[config.mk]
export PLATFORM = sky130hd
export DESIGN_NAME = rotation_amount_finder
export DESIGN_NICKNAME = d
export VERILOG_FILES = /design/src/rtl/rotation_amount_finder_pkg.sv /design/src/rtl/rotation_amount_finder_rotate_one_bit.sv /design/src/rtl/rotation_amount_finder.sv
export SDC_FILE = /design/constraint.sdc
export NUM_CORES = 1
export LEC_CHECK = 0
export CAP_MARGIN = 10
export CORE_MARGIN = 2
export CORE_UTILIZATION = 50
export DETAILED_ROUTE_END_ITERATION = 6
export PLACE_DENSITY = 0.77
export SYNTH_ARGS = -nofsm -noshare
export SYNTH_HDL_FRONTEND = slang
export SYNTH_SLANG_ARGS = --single-unit
[constraint.sdc]
create_clock -name clk -period 2.1 [get_ports clk]
set_input_delay 0.315 -clock clk [delete_from_list [all_inputs] [get_ports clk]]
set_output_delay 0.315 -clock clk [all_outputs]
set_load 0.02 [all_outputs]
[src/rtl/rotation_amount_finder_pkg.sv]
// Shared definitions for the rotation-amount finder: FSM encoding and the
// rotation direction constants (same encoding as the barrel shifter).
package rotation_amount_finder_pkg;

  typedef enum logic [1:0] {
    IDLE   = 2'd0,
    SEARCH = 2'd1,
    DONE   = 2'd2
  } state_e;

  localparam logic DIR_RIGHT = 1'b0;
  localparam logic DIR_LEFT  = 1'b1;

endpackage

[src/rtl/rotation_amount_finder_rotate_one_bit.sv]
// Combinational single-step rotator: rotates an N-bit word by one position
// in the requested direction.
module rotate_one_bit
  import rotation_amount_finder_pkg::*;
#(
  parameter int N = 16
) (
  input  logic [N-1:0] din,
  input  logic         dir,
  output logic [N-1:0] dout
);

  // Left moves the MSB into bit 0; right moves bit 0 into the MSB.
  always_comb begin
    if (dir == DIR_LEFT) begin
      dout = {din[N-2:0], din[N-1]};
    end else begin
      dout = {din[0], din[N-1:1]};
    end
  end

endmodule

[src/rtl/rotation_amount_finder.sv]
// Rotation-amount finder: recovers the rotation applied to num to obtain
// rot by testing one candidate amount per clock, smallest amount first.
module rotation_amount_finder
  import rotation_amount_finder_pkg::*;
#(
  parameter int N = 16,
  parameter int M = 4
) (
  input  logic         clk,
  input  logic         rst_n,
  input  logic         start,
  input  logic [N-1:0] num,
  input  logic [N-1:0] rot,
  input  logic         LR,
  output logic         busy,
  output logic         done,
  output logic         found,
  output logic [M-1:0] amt
);

  localparam logic [M-1:0] LAST_CNT = M'(N - 1);

  state_e       state_q, state_d;
  logic [N-1:0] cur_q, cur_d;
  logic [N-1:0] tgt_q, tgt_d;
  logic         dir_q, dir_d;
  logic [M-1:0] cnt_q, cnt_d;
  logic         busy_q, busy_d;
  logic         done_q, done_d;
  logic         found_q, found_d;
  logic [M-1:0] amt_q, amt_d;

  logic [N-1:0] cur_rot;
  logic         accept;
  logic         match;
  logic         last;

  rotate_one_bit #(.N(N)) u_rot (
    .din  (cur_q),
    .dir  (dir_q),
    .dout (cur_rot)
  );

  assign accept = start && ((state_q == IDLE) || (state_q == DONE));
  assign match  = (cur_q == tgt_q);
  assign last   = (cnt_q == LAST_CNT);

  // State and datapath registers with asynchronous clear.
  always_ff @(posedge clk or negedge rst_n) begin
    if (!rst_n) begin
      state_q <= IDLE;
      cur_q   <= '0;
      tgt_q   <= '0;
      dir_q   <= DIR_RIGHT;
      cnt_q   <= '0;
      busy_q  <= 1'b0;
      done_q  <= 1'b0;
      found_q <= 1'b0;
      amt_q   <= '0;
    end else begin
      state_q <= state_d;
      cur_q   <= cur_d;
      tgt_q   <= tgt_d;
      dir_q   <= dir_d;
      cnt_q   <= cnt_d;
      busy_q  <= busy_d;
      done_q  <= done_d;
      found_q <= found_d;
      amt_q   <= amt_d;
    end
  end

  // Next-state logic: search ends on a hit or after the last candidate.
  always_comb begin
    state_d = state_q;
    unique case (state_q)
      IDLE:    if (start) state_d = SEARCH;
      SEARCH:  if (match || last) state_d = DONE;
      DONE:    state_d = start ? SEARCH : IDLE;
      default: state_d = IDLE;
    endcase
  end

  // Datapath and registered-output next values.
  always_comb begin
    cur_d   = cur_q;
    tgt_d   = tgt_q;
    dir_d   = dir_q;
    cnt_d   = cnt_q;
    busy_d  = 1'b0;
    done_d  = 1'b0;
    found_d = found_q;
    amt_d   = amt_q;
    if (accept) begin
      // Capture the operands once; later input changes are ignored.
      cur_d   = num;
      tgt_d   = rot;
      dir_d   = LR;
      cnt_d   = '0;
      found_d = 1'b0;
      amt_d   = '0;
    end else if (state_q == SEARCH) begin
      if (match) begin
        amt_d   = cnt_q;
        found_d = 1'b1;
        done_d  = 1'b1;
      end else if (last) begin
        amt_d   = '0;
        found_d = 1'b0;
        done_d  = 1'b1;
      end else begin
        // Another candidate is still to be tested, so stay busy.
        cur_d  = cur_rot;
        cnt_d  = cnt_q + M'(1);
        busy_d = 1'b1;
      end
    end
  end

  assign busy  = busy_q;
  assign done  = done_q;
  assign found = found_q;
  assign amt   = amt_q;

endmodule

Word-level counts from Yosys, hierarchy flattened
Index checks and enable logic that the tools add are counted.
{"block": "word_totals", "reg_bits": 46, "inputBits": 36, "out_inout_bits": 7, "word_cells": 56}
{"block": "classes", "addsub": 1, "n_eq_ne": 8, "mux": 29, "reduce_logical": 9}
{"cell": "16-bit 2-to-1 mux", "count": 5}
{"cell": "4-bit 2-to-1 mux", "count": 8}
{"cell": "16-bit == test", "count": 1}
{"cell": "1-bit 2-to-1 mux", "count": 13}
{"cell": "2-bit != test, second input constant", "count": 4}
{"cell": "2-bit one-hot mux with 3 select lines", "count": 1}
{"cell": "4-bit by 1-bit adder with 4-bit output, second input constant", "count": 1}
{"cell": "4-bit == test, second input constant", "count": 1}
{"cell": "2-bit 2-to-1 mux", "count": 2}
{"cell": "2-bit AND reduction", "count": 2}
{"cell": "3-bit AND reduction", "count": 1}
{"cell": "3-bit nonzero test", "count": 1}
{"cell": "2-bit by 1-bit == test with 1-bit output, second input constant", "count": 1}
{"cell": "2-bit == test, second input constant", "count": 1}
{"cell": "2-bit logical NOT", "count": 1}
{"cell": "1-bit logical OR", "count": 2}
{"cell": "2-bit nonzero test", "count": 1}
{"cell": "1-bit logical AND", "count": 1}

Longest topological paths before layout
Gate-level depths: netlist of run 1.
{"block": "depth", "depth_word": 5, "depth_mapped": 6, "ltp_nobuf": 5}

By module
Synthesis of run 1 repeated with hierarchy kept, for this count alone.
{"block": "hier_totals", "hier_cells": 210, "hier_area_um2": 2346.0}
{"mod": "rotation_amount_finder", "instances": 1, "cells_per_inst": 192, "area_each_um2": 2097.0, "seq_area_each_um2": 1151.1}
{"mod": "rotate_one_bit", "instances": 1, "cells_per_inst": 18, "area_each_um2": 249.0, "seq_area_each_um2": 0.0}

Worst setup path after synthesis of run 1
No wires, ideal clock.
{"block": "synth_path", "path_kind": "reg-to-reg", "startpoint": "reg cur_q[6]", "endpoint": "reg cur_q[2]", "setup_time_ns": 0.126, "arrival_ns": 1.661, "required_ns": 1.974, "path_slack_ns": 0.313, "stages_incl_launch_ff": 7, "path_buffers": 1, "synth_period_minus_slack_ns": 1.787, "path_cell_list": "dfrtp_1 > xor2_1 > nor4_1 > and4_4 > nor2_4 > buf_6 > a221o_1"}
{"block": "synth_between", "elab_chain_len": 3}
{"item": "start: declaration", "line": "rotation_amount_finder.sv:24", "text": "logic [N-1:0] cur_q, cur_d;"}
{"item": "start signal: assignment", "line": "rotation_amount_finder.sv:62", "text": "cur_q <= cur_d;"}
{"item": "16-bit == test", "line": "rotation_amount_finder.sv:45", "text": "assign match = (cur_q == tgt_q);"}
{"item": "2-bit != test (no line)"}
{"item": "3-bit AND reduction (no line)"}
No other way between the ends.
A chain may end at the register's enable or synchronous reset.

Worst setup path after layout of run 1
{"block": "layout_path", "startpoint": "reg cur_q[5]", "endpoint": "reg amt_q[0] (netlist: amt[0])"}
{"block": "layout_between", "elab_chain_len": 4, "word_cells_on_any_way": 6, "classes_between": "eq/ne (1); mux (3); reduce/logical (2)"}
{"item": "16-bit == test (*)", "line": "rotation_amount_finder.sv:45"}
{"item": "4-bit 2-to-1 mux", "line": "rotation_amount_finder.sv:103", "text": "if (match) begin"}
{"item": "4-bit 2-to-1 mux", "line": "rotation_amount_finder.sv:102", "text": "end else if (state_q == SEARCH) begin"}
{"item": "4-bit 2-to-1 mux", "line": "rotation_amount_finder.sv:94", "text": "if (accept) begin"}
{"item": "end signal: assignment", "line": "rotation_amount_finder.sv:69", "text": "amt_q <= amt_d;"}
{"item": "end: declaration", "line": "rotation_amount_finder.sv:31", "text": "logic [M-1:0] amt_q, amt_d;"}
Mark *: on every way between the ends. The rest lies on a longest branch, timed or not. The select of a mux whose other input is x is not followed.

==> impl_metrics.py, run 1 <==
metrics = {
    "timing": {
        "setup_viol": 0,
        "rsz0062_at_grt": "false",
        "slew_viol_final": 0,
        "finalHoldViolCount": 0,
        "worstMarginPinSlew_ns": 0.614,
        "min_period_ns": 2.04,
        "tns_ns": 0,
        "period_share_pct": 97.1,
        "fmax_mhz": 490,
        "finalHoldWorstSlack_ns": 0.421,
        "setup_ws_ns": 0.0600,
        "slew_headroom_pct": 58.7,
        "finClkSkew_ns": 0.00977,
    },
    "worst_setup_path": {
        "critPathCaptureType": "register",
        "regToRegSetupSlack_ns": 0.06,
        "critical_path_arrival_ns": 2.23,
        "critPathKind": "reg -> reg",
        "worst-path-max-fanout": 6,
        "start_kind": "register",
        "required_ns": 2.29,
    },
    "placed_design": {
        "place_congestion": 0.778,
        "placed_cell_area_um2": 2760,
        "post-place-ws_ns": 0.0825,
        "dpl.hpwl_um": 3490,
        "numPortBuffers": 42,
    },
    "power": {
        "total_leakage_power_nw": 1.35,
        "power.density_nw_per_um2": 1340,
        "vdd_drop_max_v": 0.000565,
    },
    "die": {
        "coreArea_um2": 4350,
        "dieWidth_um": 71.5,
        "ios": 43,
        "start_util_pct": 52.2,
        "fp.dieArea_um2": 5110,
        "fp.dieH_um": 71.5,
        "fp-row-count": 24,
    },
    "synth": {
        "synth_top_area_cell": "dfrtp_1",
        "avgSynthCellArea_um2": 10.7,
        "synth_edf_count": 0,
        "seq_area_frac_synth_pct": 50.6,
        "yosys_warnings": 0,
        "syn_nets": 250,
        "yosysUniqueCellTypes": 30,
        "synth_cells": 213,
        "ys_top_cells_by_area": "dfrtp_1, nand2_1, mux2_2, xor2_1, a221o_2",
        "synth_top_cell_area_share_pct": 50.6,
        "synth-async-reset-ratio_pct": 100,
        "ys_ff_latch": 46,
        "ys.flop_type": "dfrtp_1",
        "synth_area_um2": 2270,
    },
    "finish": {
        "nets": 297,
        "fin_area_um2": 2860,
        "antenna_cells": 0,
        "final_core_util_pct": 65.7,
        "drive_above_1_share_pct": 18.0,
        "area_delta_synth_final_pct": 25.9,
    },
    "clocking": {
        "numClockSinks": 46,
        "htreeDepth": 2,
        "clock_latency_ns": 0.30,
        "cts_resized": 0,
        "cts_tree": "built",
        "clk_pin_slew_ns": 0.08,
        "cts_buffers": 5,
        "cts_root_buf": "clkbuf_8",
        "clockBufferDepth": 2,
    },
    "grt": {
        "antenna_found_initial": 0,
        "grt_max_degree": 34,
        "busiest_layer": "met2",
        "grt.met2_usage_pct": 34.1,
        "grt_pass1_wl_um": 7980,
        "overflow": 0,
        "grt_pass1_vias": 1721,
        "grtUsageMet1_pct": 26.4,
        "use_met3_pct": 4.64,
        "grt.total_usage_pct": 20.3,
    },
    "drt": {
        "postRouteAntennaNets": 0,
        "finalWirelength_um": 4790,
        "wl_per_cell_um": 15.3,
        "drc": 0,
        "viasPerCell": 5.50,
        "drt_first_iter_violations": 122,
        "first_pass_iters": 4,
        "vias": 1721,
    },
    "outcome": {
        "status": "finished, final reports clean",
    },
    "flow_run": {
        "maxCapViolCount": 0,
    },
    "min_path": {
        "hold_path_class": "in -> async",
    },
}
## Yosys cell counts, types with 3 or more instances
library cell	number
a221o_2	9
a32o_1	4
dfrtp_1	46
a221o_1	7
nand3_1	3
inv_1	3
o21ai_0	3
nand2_1	56
nor2_1	3
clkbuf_1	7
xor2_1	16
and2_1	16
nor4_1	3
mux2_2	16
## metrics by stage
step	total power, W	std cells
3_5_place_dp	0.00329	304
6_report	0.00384	313
3_3_place_gp	0.00324	304
4_1_cts	0.00386	313
2_1_floorplan	0.00283	213
5_1_grt	0.00409	313
## layout make-up
type	instances	area (um^2)
Clock inverter	1	5.00
Tap cell	52	65.1
Timing Repair Buffer	51	485
Inverter	3	11.3
Multi-Input combinational cell	153	1060
Fill cell	349	1490
Clock buffer	7	86.3
Sequential cell	46	1150
## per-layer routing
layer / routed length (um) / vias up
met5: 0 / -
met4: 57 / 0
met3: 211 / 6
met2: 2310 / 45
met1: 2210 / 842
li1: - / 828
## cells in the final DEF (no fill, tap or decap), types with 2 or more instances in the layout
cell type,synthesis,layout
nand2_1,56,56
dfrtp_1,46,46
clkdlybuf4s50_1,0,41
xor2_1,16,16
mux2_2,16,16
and2_1,16,16
a221o_2,9,9
buf_4,0,8
a221o_1,7,7
clkbuf_8,0,6
a32o_1,4,4
nor4_1,3,3
o21ai_0,3,3
inv_1,3,3
nand3_1,3,3
nor2_1,3,3
nand2b_1,2,2
mux2i_1,2,2
## worst max-delay path: stages (launching register included)
cell     delay (ns)
dfrtp_1        0.42
xor2_1         0.19
nor4_1         0.43
and4_4         0.33
o21ai_0        0.22
a32o_1         0.34
## power by group
group          internal (W)  total, W  switching (W)  leakage (nW)
Combinational      0.000884   0.00165       0.000769         0.732
Sequential          0.00126   0.00163       0.000371         0.574
Clock              0.000266  0.000556       0.000290        0.0482
## cell families after synthesis
| logic type | count (synthesis) | share of synthesized area, % |
|---|---|---|
| flops | 46 | 50.6 |
| buf+inv | 14 | 2.97 |
| compound gates | 26 | 11.4 |
| mux | 18 | 8.80 |
| fa+ha+maj | 1 | 0.550 |
| xor+xnor | 16 | 6.16 |
| simple gates | 92 | 19.5 |
## worst paths after layout
check,from,to,cells past startpoint
max,cur_q[5],amt[0],5
min,rst_n,done,2
max reg2reg,cur_q[5],amt[0],5
min reg2reg,tgt_q[7],tgt_q[7],2
max in group asynchronous,rst_n,tgt_q[9],3
min in group clk,tgt_q[7],tgt_q[7],2
## timing repair
| action | CTS | global route |
|---|---|---|
| setup buffers | 0 | 0 |
| hold buffers | 1 | 0 |
| endpoints found under the hold margin | 11 | 0 |
## flip-flops by register name, indices dropped and copies added (netlist names)
| name | cells |
|---|---|
| tgt_q | 16 |
| found | 1 |
| cur_q | 16 |
| state_q | 2 |
| amt | 4 |
| dir_q | 1 |
| cnt_q | 4 |
| done | 1 |
| busy | 1 |
No activity file was read; power rests on OpenSTA's default activity.
==> inputs of run 2 (changes only) <==
--- a/config.mk
+++ b/config.mk
@@ -5,7 +5,7 @@
 export SDC_FILE = /design/constraint.sdc
 export NUM_CORES = 1
 export LEC_CHECK = 0
-export CAP_MARGIN = 10
+export CAP_MARGIN = 20
 export CORE_MARGIN = 2
 export CORE_UTILIZATION = 50
 export DETAILED_ROUTE_END_ITERATION = 6
==> results of run 2 <==
Same layout as run 1: the final DEF is identical, and so are final timing and power.
==> inputs of run 3 (changes only) <==
--- a/config.mk
+++ b/config.mk
@@ -5,11 +5,13 @@
 export SDC_FILE = /design/constraint.sdc
 export NUM_CORES = 1
 export LEC_CHECK = 0
+export ABC_AREA = 1
 export CAP_MARGIN = 20
 export CORE_MARGIN = 2
 export CORE_UTILIZATION = 50
 export DETAILED_ROUTE_END_ITERATION = 6
-export PLACE_DENSITY = 0.77
+export PLACE_DENSITY = 0.76
 export SYNTH_ARGS = -nofsm -noshare
 export SYNTH_HDL_FRONTEND = slang
+export SYNTH_HIERARCHICAL = 1
 export SYNTH_SLANG_ARGS = --single-unit
==> run 3 against run 2 <==
Register-to-register slack improved by 0.32 ns. Global-route usage is 0.21 points lower. Combinational power hardly changed. Sequential cell count unchanged. Core utilization down 0.92 points. Via count rose by 23%. First-iteration DRC count increased by 34%. Synthesized area increased by 12%. Power grew 0.83%. Clock power increased by 12%. Critical endpoint is now cur_q[13]. Largest cell class is now multi-input combinational cells. Highest routed layer unchanged.
==> impl_metrics.py, run 3 <==
metrics = {
    "grt": {
        "grt_pass1_wl_um": 8720,
        "grt_pass1_vias": 1962,
        "overflow": 0,
        "grt.total_usage_pct": 20.0,
        "antenna_found_initial": 0,
        "grt_max_degree": 47,
    },
    "timing": {
        "finClkSkew_ns": 0.00488,
        "finalHoldWorstSlack_ns": 0.473,
        "min_period_ns": 1.72,
        "worstMarginPinSlew_ns": 0.767,
        "slew_viol_final": 0,
        "setup_ws_ns": 0.377,
        "slew_headroom_pct": 48.9,
        "setup_viol": 0,
        "finalHoldViolCount": 0,
        "rsz0062_at_grt": "false",
        "fmax_mhz": 580,
        "period_share_pct": 82.1,
        "tns_ns": 0,
    },
    "synth": {
        "ys.flop_type": "dfrtp_1",
        "yosysUniqueCellTypes": 22,
        "avgSynthCellArea_um2": 7.99,
        "ys_top_cells_by_area": "dfrtp_1, nand2_1, mux2i_1, nand2_2, nor2_1",
        "synth_edf_count": 0,
        "synth_top_cell_area_share_pct": 45.2,
        "syn_nets": 356,
        "synth_area_um2": 2550,
        "synth_cells": 319,
        "yosys_warnings": 6,
        "seq_area_frac_synth_pct": 45.2,
        "synth_top_area_cell": "dfrtp_1",
        "synth-async-reset-ratio_pct": 100,
        "synth.top_cells.by_count": "nand2_1, dfrtp_1, nor2_1",
        "yosysMostFrequentCell": "nand2_1",
        "ys_ff_latch": 46,
    },
    "finish": {
        "antenna_cells": 0,
        "layout_common_cells": "nand2_1, dfrtp_1, clkdlybuf4s50_1",
        "drive_above_1_share_pct": 14.9,
        "largestRegisters": "cur_q (16), tgt_q (16)",
        "final_common_cell": "nand2_1",
        "nets": 398,
        "area_delta_synth_final_pct": 22.5,
    },
    "worst_setup_path": {
        "r2r-start": "cnt_q[0]",
        "reg2reg_depth": 7,
        "critPathKind": "reg -> reg",
        "worst-path-max-fanout": 32,
        "regToRegSetupSlack_ns": 0.38,
        "path_buf_inv": 2,
        "critical_path_arrival_ns": 1.93,
        "critPathCaptureType": "register",
        "path_cells": "ha_1 -> nand3_1 -> inv_1 -> o21ai_0 -> nand2_2 -> buf_12 -> o21ai_0",
        "cp_common_cell": "o21ai_0",
        "required_ns": 2.31,
        "crit_start": "cnt_q[0]",
        "cp_top_family": "flip-flops",
        "max_stage_delay_ns": 0.43,
        "critPathSlowestCell": "dfrtp_1",
        "worstReg2RegEnd": "cur_q[13]",
        "start_kind": "register",
        "cp.depth": 7,
    },
    "flow_run": {
        "maxCapViolCount": 0,
    },
    "drt": {
        "drt_first_iter_violations": 163,
        "finalWirelength_um": 5060,
        "vias": 2113,
        "first_pass_iters": 4,
        "postRouteAntennaNets": 0,
        "drc": 0,
        "wl_per_cell_um": 11.8,
        "viasPerCell": 4.93,
    },
    "clocking": {
        "htreeDepth": 2,
        "cts_hold_buf": 1,
        "numClockSinks": 46,
        "clock_latency_ns": 0.29,
        "cts_resized": 0,
        "cts_root_buf": "clkbuf_8",
        "clockBufferDepth": 2,
        "cts_buffers": 5,
        "cts_setup_buffers": 0,
        "clk_pin_slew_ns": 0.08,
        "cts_tree": "built",
    },
    "die": {
        "fp-row-count": 25,
        "start_util_pct": 52.9,
        "coreArea_um2": 4820,
        "ios": 43,
        "fp.dieH_um": 75.4,
        "fp.dieArea_um2": 5680,
        "dieWidth_um": 75.4,
    },
    "power": {
        "power.density_nw_per_um2": 1240,
        "vdd_drop_max_v": 0.000837,
        "p_int_w": 0.00230,
        "combPwrFrac_pct": 42.2,
        "total_leakage_power_nw": 1.65,
        "pwr-share-seq_pct": 41.8,
        "clockPowerShare_pct": 16.0,
        "power.switching_w": 0.00157,
        "swShare_pct": 40.5,
    },
    "placed_design": {
        "numPortBuffers": 42,
        "place_congestion": 0.807,
        "post-place-ws_ns": 0.382,
        "dpl.hpwl_um": 3460,
    },
    "outcome": {
        "status": "finished, final reports clean",
    },
    "min_path": {
        "hp-start": "found",
        "whs_endpoint": "found",
        "hold_depth": 2,
        "hold_path_class": "reg -> reg",
    },
}
==> run 3: cell types whose count changed after synthesis, moves of 7 or more <==
cell,previous run,this run
a21oi_1,0,11
a221o_1,7,0
a221o_2,9,0
and2_1,16,0
inv_1,3,32
mux2_2,16,8
mux2i_1,2,16
nand2_1,56,108
nand2_2,0,21
nor2_1,3,34
o21ai_0,3,10
o21ai_2,0,8
xor2_1,16,1
==> run 3: worst register-to-register path, cell delays in order, from the launching register on <==
cell and delay (ns):
dfrtp_1 0.43, ha_1 0.24, nand3_1 0.17, inv_1 0.05
o21ai_0 0.19, nand2_2 0.16, buf_12 0.21, o21ai_0 0.19
==> run 3: cell type report <==
class / count / area [um^2]
sequential: 46 / 1150
multi-input combinational: 228 / 1170
clock buffer: 8 / 110
fill: 446 / 1690
inverter: 33 / 131
timing repair buffer: 47 / 480
tap: 67 / 83.8
==> run 3: through the flow <==
step | power (W) | cells | utilization (%) | cell area (um^2)
final | 0.00388 | 429 | 64.8 | 3120
after floorplan | 0.00294 | 319 | - | 2550
after CTS | 0.00392 | 429 | 64.8 | 3120
after detailed placement | 0.00327 | 420 | 62.3 | 3000
after global placement | 0.00319 | 420 | 62.3 | 3000
after global routing | 0.00424 | 429 | 64.8 | 3120
==> run 3: how the worst max path moves through the flow <==
stage	to
finish	cur_q[13]
global route	cur_q[13]
CTS	cur_q[13]
detailed placement	cur_q[13]
global placement	tgt_q[5]
floorplan	cur_q[7]
==> run 3: cell families after synthesis <==
kind of cell	after synthesis	synth area share, %
and+or+nand+nor	171	27.7
DFF	46	45.2
buffers and inverters	45	9.18
AOI/OAI and AO/OA	31	7.27
muxes	24	9.82
xor gates and xnor gates	1	0.344
adders and majority gates	1	0.491
==> run 3: layer usage <==
layer | vias up | track usage [%] | part of all wire (%)
met5 | - | 0 | 0
met4 | 0 | 5.46 | 1.1
met3 | 6 | 4.50 | 3.9
met2 | 31 | 34.5 | 49
met1 | 1005 | 25.5 | 46
li1 | 1071 | - | -
==> run 3: power groups by stage <==
stage / logic (W) / clock network [W] / registers, W
2_1_floorplan: 0.00144 / 0 / 0.00150
3_3_place_gp: 0.00158 / 0 / 0.00161
3_5_place_dp: 0.00163 / 0 / 0.00163
4_1_cts: 0.00166 / 0.000641 / 0.00162
5_1_grt: 0.00188 / 0.000678 / 0.00169
6_report: 0.00164 / 0.000621 / 0.00162
